===== config.mk =====
export PLATFORM = sky130hd
export DESIGN_NAME = inst_fetch_ctrl
export DESIGN_NICKNAME = d
export VERILOG_FILES = /design/src/rtl/inst_fetch_ctrl_pkg.sv /design/src/rtl/inst_fetch_ctrl_skid_buf.sv /design/src/rtl/inst_fetch_ctrl.sv
export SDC_FILE = /design/constraint.sdc
export NUM_CORES = 1
export LEC_CHECK = 0
export CAP_MARGIN = 15
export CORE_UTILIZATION = 53
export CTS_CLUSTER_DIAMETER = 80
export DETAILED_ROUTE_END_ITERATION = 6
export GPL_TIMING_DRIVEN = 0
export PLACE_DENSITY_LB_ADDON = 0.25
export SYNTH_ARGS = -nofsm -noshare
export SYNTH_HDL_FRONTEND = slang
export SYNTH_SLANG_ARGS = --single-unit

===== constraint.sdc =====
create_clock -name clk -period 6.1 [get_ports clk]
set_clock_uncertainty 0.15 [all_clocks]
set_input_delay 1.83 -clock clk [delete_from_list [all_inputs] [get_ports clk]]
set_output_delay 1.83 -clock clk [all_outputs]
set_load 0.01 [all_outputs]

===== src/rtl/inst_fetch_ctrl_pkg.sv =====
// ----------------------------------------------------------------------------
// inst_fetch_ctrl_pkg: shared constants and fetch state encoding.
// Revision 1.0
// ----------------------------------------------------------------------------
`default_nettype none

package inst_fetch_ctrl_pkg;
  localparam int ADDR_W = 8;
  localparam int INST_W = 16;
  localparam logic [INST_W-1:0] HALT_WORD = 16'hFFFF;

  typedef enum logic [1:0] {
    ST_IDLE   = 2'd0,
    ST_RUN    = 2'd1,
    ST_DRAIN  = 2'd2,
    ST_HALTED = 2'd3
  } fetch_state_t;
endpackage

`default_nettype wire


===== src/rtl/inst_fetch_ctrl_skid_buf.sv =====
// ----------------------------------------------------------------------------
// fetch_skid_buf: one-entry {inst, pc} holding buffer with load/pop/flush.
// Revision 1.0
// ----------------------------------------------------------------------------
`default_nettype none

module fetch_skid_buf
  import inst_fetch_ctrl_pkg::*;
(
  input  logic              clk,
  input  logic              rst,
  input  logic              i_load,
  input  logic              i_pop,
  input  logic              i_flush,
  input  logic [INST_W-1:0] i_inst,
  input  logic [ADDR_W-1:0] i_pc,
  output logic              o_full,
  output logic [INST_W-1:0] o_inst,
  output logic [ADDR_W-1:0] o_pc
);

  logic              r_full;
  logic [INST_W-1:0] r_inst;
  logic [ADDR_W-1:0] r_pc;

  // Load wins over pop so a pop and refill in the same cycle keeps the entry full.
  always_ff @(posedge clk) begin
    if (rst) begin
      r_full <= 1'b0;
      r_inst <= '0;
      r_pc   <= '0;
    end else if (i_flush) begin
      r_full <= 1'b0;
    end else if (i_load) begin
      r_full <= 1'b1;
      r_inst <= i_inst;
      r_pc   <= i_pc;
    end else if (i_pop) begin
      r_full <= 1'b0;
    end
  end

  assign o_full = r_full;
  assign o_inst = r_inst;
  assign o_pc   = r_pc;

endmodule

`default_nettype wire


===== src/rtl/inst_fetch_ctrl.sv =====
// ----------------------------------------------------------------------------
// inst_fetch_ctrl: PC sequencing, memory read issue and valid/ready delivery.
// Revision 1.0
// ----------------------------------------------------------------------------
`default_nettype none

module inst_fetch_ctrl
  import inst_fetch_ctrl_pkg::*;
(
  input  logic              clk,
  input  logic              rst,
  input  logic              i_start,
  output logic [31:0]       o_addr,
  output logic              o_rd_en,
  input  logic [INST_W-1:0] i_inst,
  output logic [INST_W-1:0] o_inst,
  output logic [ADDR_W-1:0] o_inst_pc,
  output logic              o_valid,
  input  logic              i_ready,
  input  logic              i_redirect,
  input  logic [ADDR_W-1:0] i_target,
  output logic              o_halted,
  output logic [15:0]       o_fetch_count
);

  fetch_state_t      r_state, w_state_nxt;
  logic [ADDR_W-1:0] r_pc, r_flight_pc, r_out_pc;
  logic              r_flight, r_out_valid;
  logic [INST_W-1:0] r_out_inst;
  logic [15:0]       r_count;

  logic              w_skid_full, w_skid_load, w_skid_pop, w_skid_flush;
  logic [INST_W-1:0] w_skid_inst;
  logic [ADDR_W-1:0] w_skid_pc;

  logic w_active, w_start, w_redirect, w_accept, w_out_free;
  logic w_ret, w_ret_halt, w_ret_ok, w_rd_en, w_last;

  assign w_active   = (r_state == ST_RUN) || (r_state == ST_DRAIN);
  assign w_start    = i_start && ((r_state == ST_IDLE) || (r_state == ST_HALTED));
  assign w_redirect = i_redirect && w_active;
  assign w_accept   = r_out_valid && i_ready;
  assign w_out_free = !r_out_valid || w_accept;
  assign w_ret      = r_flight && !w_redirect;
  assign w_ret_halt = w_ret && (i_inst == HALT_WORD);
  assign w_ret_ok   = w_ret && !w_ret_halt;
  assign w_last     = (r_pc == {ADDR_W{1'b1}});
  // Hold off when a stalled output plus an in-flight word would leave no room for another.
  assign w_rd_en    = (r_state == ST_RUN) && !w_redirect && !w_skid_full &&
                      !(r_out_valid && !i_ready && r_flight);

  assign w_skid_flush = w_redirect;
  assign w_skid_pop   = !w_redirect && w_out_free && w_skid_full;
  assign w_skid_load  = w_ret_ok && (!w_out_free || w_skid_full);

  fetch_skid_buf u_skid (
    .clk     (clk),
    .rst     (rst),
    .i_load  (w_skid_load),
    .i_pop   (w_skid_pop),
    .i_flush (w_skid_flush),
    .i_inst  (i_inst),
    .i_pc    (r_flight_pc),
    .o_full  (w_skid_full),
    .o_inst  (w_skid_inst),
    .o_pc    (w_skid_pc)
  );

  always_ff @(posedge clk) begin
    if (rst) r_state <= ST_IDLE;
    else     r_state <= w_state_nxt;
  end

  always_comb begin
    w_state_nxt = r_state;
    o_halted    = (r_state == ST_HALTED);
    case (r_state)
      ST_IDLE, ST_HALTED: if (i_start) w_state_nxt = ST_RUN;
      ST_RUN: begin
        if (w_redirect)              w_state_nxt = ST_RUN;
        else if (w_ret_halt)         w_state_nxt = ST_DRAIN;
        else if (w_rd_en && w_last)  w_state_nxt = ST_DRAIN;
      end
      ST_DRAIN: begin
        if (w_redirect) w_state_nxt = ST_RUN;
        else if (!r_out_valid && !w_skid_full && !r_flight) w_state_nxt = ST_HALTED;
      end
      default: w_state_nxt = ST_IDLE;
    endcase
  end

  always_ff @(posedge clk) begin
    if (rst) begin
      r_pc        <= '0;
      r_flight    <= 1'b0;
      r_flight_pc <= '0;
      r_out_valid <= 1'b0;
      r_out_inst  <= '0;
      r_out_pc    <= '0;
      r_count     <= '0;
    end else begin
      if (w_start) begin
        r_pc    <= '0;
        r_count <= '0;
      end else begin
        if (w_redirect)   r_pc <= i_target;
        else if (w_rd_en) r_pc <= r_pc + 1'b1;
        if (w_accept && (r_count != 16'hFFFF)) r_count <= r_count + 16'd1;
      end

      // A read issued alongside a returning halt word is squashed here.
      if (w_redirect || w_ret_halt) r_flight <= 1'b0;
      else                          r_flight <= w_rd_en;
      if (w_rd_en) r_flight_pc <= r_pc;

      if (w_redirect) begin
        r_out_valid <= 1'b0;
      end else if (w_out_free) begin
        if (w_skid_full) begin
          r_out_valid <= 1'b1;
          r_out_inst  <= w_skid_inst;
          r_out_pc    <= w_skid_pc;
        end else if (w_ret_ok) begin
          r_out_valid <= 1'b1;
          r_out_inst  <= i_inst;
          r_out_pc    <= r_flight_pc;
        end else begin
          r_out_valid <= 1'b0;
        end
      end
    end
  end

  assign o_addr        = {{(32-ADDR_W){1'b0}}, r_pc};
  assign o_rd_en       = w_rd_en;
  assign o_inst        = r_out_inst;
  assign o_inst_pc     = r_out_pc;
  assign o_valid       = r_out_valid;
  assign o_fetch_count = r_count;

endmodule

`default_nettype wire


==> impl_results.md <==
* Post-CTS resize count at 0
* Max Root-Sink Buffers at 2
* Post-synth EDFFs at 0
* Hold Vio Cnt, Final at 0
* Drt wl/cell at 14.8 µm
* Dpl cells at 673
* Finish-stage setup viols at 0
* Hold Startpoint: r_flight_pc[6]$_SDFFE_PP0P_
* Worst VDD drop at 0.177 mV
* Min-Delay Path Depth at 2
* Cells after synthesis at 473
* Die area at 8230 µm²
* Largest net degree at the start of global routing at 15
* Setup Buffers After CTS at 0
* Register bit total from synthesis at 85
* Area after DPL at 5160 µm²
* Fin Setup TNS at 0 ps
* Global-route wire length before repair at 16.7 mm
* GRT met1 Usage at 0.318
* Nets at 619
* Detail Route Antenna Nets at 0
* Unique masters post-synth at 47
* Most used cell, CP: clkdlybuf4s50_1
* Tmin final at 5940 ps
* Initial Utilization at 0.560
* Fin. max-slew vios at 0
* Synth top cells by count: dfxtp_1, nor2_1, mux2i_1, a211oi_1, or3_1
* Unrepaired setup endpoints after global routing: false
* Hold Crit Endpoint: r_flight_pc[6]$_SDFFE_PP0P_
* Pwr dens at 289 nW/µm²
* Hold WC Path Type: flop to flop
* TritonCTS clock tree: built
* P_leak at 0.00188 µW
* Total gr overflow at 0
* Area of the multi-input gates at 2210 µm²
* Startpoint class of the critical path: primary input
* Crit path capture type: output pin
* Crit path DAT at 3960 ps
* Place WS at 199 ps
* DRT Pass-1 Iters at 5
* Initial antenna violation count at 0
* Non-filler instance count after layout at 689
* Synthesis-to-finish area growth at 28.9%
* FF+latch area at 1700 µm²
* Most common cell in the netlist: dfxtp_1
* FF-to-FF path depth at 9
* Final HPWL DP at 7.28 mm
* Met3 usage at 0.0345
* Status: complete, no violations
* I/O Buffers at 78
* CP required at 4120 ps
* Placeable Area at 7450 µm²
* Num CTS Buffers at 9
* Max Fclk at 168 MHz
* Tot Pwr at 1560 µW
* CP max-delay cell: clkdlybuf4s50_1
* Period utilisation layout at 0.974
* IO Pins at 104
* Total GRT Usage at 0.250
* Async set-reset flop share out of synthesis at 0
* Least-Margin Pin Slew at 622 ps
* Share of layout cells above drive strength 1 at 0.0915
* 1st-iter DRT viols at 241
* Vias in the first global route at 3624
* Die X at 90.7 µm
* Reg2reg start: r_state[0]$_SDFFE_PP0P_
* M2 GR Usage at 0.431
* Via count at 3843
* Clock Latency Late Sink at 350 ps
* RR Endpoint: o_inst[12]$_SDFFE_PP0P_
* Most common flop cell mapped by yosys: dfxtp_1
* # diodes at 0
* Mapped cell area at 4170 µm²
* Hold-fix buffers, CTS at 0
* Maxcap violations at 0
* Top cell type's share of synthesized area at 0.408
* Largest delay share family, worst path: buffers and inverters
* Fillers at 582
* Final Instance Area at 5380 µm²
* GPL Wtd Cong at 0.864
* Sequential fraction of the synthesis area at 0.408
* Vias/cell at 5.58
* CTS HTree Levels at 3
* Max stage delay on crit path at 620 ps
* GRT Max-Usage Layer: met2
* Clock-pin slew on the worst setup and hold paths at 80 ps
* Drt drc at 0
* Setup slack, reg-to-reg at 3370 ps
* Setup CP Type: primary input to output pin
* Ys Warns at 0
* Vert. Die Dim at 90.7 µm
* CP Cell Sequence: clkdlybuf4s50_1 > and3b_1 > nor2_1 > nand3_1 > inv_1 > buf_1 > clkdlybuf4s50_1
* Setup WS post-layout at 162 ps
* Cell row count at 31
* Syn_area_per_cell at 8.82 µm²
* Rel. slew slack at 0.581
* Crit Path Max Fanout at 10
* Clock sinks at 85
* Buf/Inv on CP at 4
* Yosys top cell by area: dfxtp_1
* Detailed Route WL at 10.2 mm
* CTS Root Buffer Type: clkbuf_8
* Area contributors post-synth: dfxtp_1, mux2i_1, a211oi_1, buf_4, nor2_1
==> registers in the layout (all words and copies together) (netlist names), 2 cells and up <==
register and flops:
o_fetch_count 16, u_skid.o_inst 16, o_inst_pc 8, o_inst 16
u_skid.o_pc 8, r_pc 8, r_state 2, r_flight_pc 8
==> cells in the final DEF, fill, tap and decap left out, types with 3 or more instances in the layout <==
| cell | netlist | final |
|---|---|---|
| xor2_1 | 4 | 4 |
| nor2_1 | 50 | 50 |
| xnor2_1 | 11 | 11 |
| o22ai_1 | 21 | 21 |
| clkdlybuf4s50_1 | 0 | 78 |
| clkinv_2 | 0 | 3 |
| o21ai_0 | 10 | 10 |
| inv_1 | 6 | 6 |
| buf_4 | 26 | 26 |
| a21oi_1 | 21 | 21 |
| nand3_1 | 14 | 14 |
| ha_1 | 5 | 5 |
| buf_2 | 3 | 3 |
| nand2_1 | 27 | 27 |
| conb_1 | 1 | 24 |
| mux2i_1 | 47 | 47 |
| clkbuf_8 | 0 | 9 |
| clkbuf_1 | 23 | 23 |
| a211oi_1 | 28 | 28 |
| dfxtp_1 | 85 | 85 |
| or3_1 | 28 | 28 |
| or4_1 | 4 | 4 |
| nand4_1 | 10 | 10 |
| nor3_1 | 14 | 14 |
==> cell type report <==
class	count	area share
tap	99	0.0230
timing repair buffer	78	0.145
clock buffer	9	0.0230
clock inverter	7	0.0168
buffer	55	0.0601
sequential	85	0.317
multi-input combinational	349	0.410
inverter	7	0.00489
==> per-layer routing <==
metal / vias up / wire (µm)
li1: 1883 / -
met1: 1810 / 4550
met2: 138 / 4850
met3: 12 / 665
met4: 0 / 150
met5: - / 0
==> worst register-to-register path, cell delays in order, from the launching register on <==
cell,delay [ps]
dfxtp_1,390
inv_1,60
ha_1,380
nor2b_1,170
clkbuf_1,260
nor2_1,220
nand2_1,150
clkbuf_1,420
o22ai_1,190
a211oi_1,250
==> worst max path at each step <==
stage	start	end	slack (ps)	cells after the start
floorplan	i_ready	o_rd_en	1470	5
CTS	i_ready	o_rd_en	180	7
finish	i_ready	o_rd_en	160	7
global placement	i_ready	o_rd_en	200	7
detailed placement	i_ready	o_rd_en	200	7
global route	i_ready	o_rd_en	50	7
==> stage by stage <==
step | hold slack [ps] | util
final | 330 | 0.722
after global routing | 363 | 0.722
after CTS | 335 | 0.722
after detailed placement | 323 | 0.693
after global placement | 308 | 0.693
after floorplan | 295 | -
==> cells by family after synthesis <==
group	after synthesis	share of synthesized area
compound gates	93	0.144
xor+xnor	15	0.0315
fa+ha+maj	5	0.0150
buf+inv	62	0.0837
flops	85	0.408
mux	47	0.113
other cells	1	0.000899
simple gates	165	0.204
==> power by group <==
group	total (µW)	leakage (µW)	switching [µW]	internal (µW)
Clock	429	0.000105	201	228
Sequential	640	0.000686	43.2	597
Combinational	486	0.00109	262	224
Note: power is estimated with default switching activity, not from simulation.
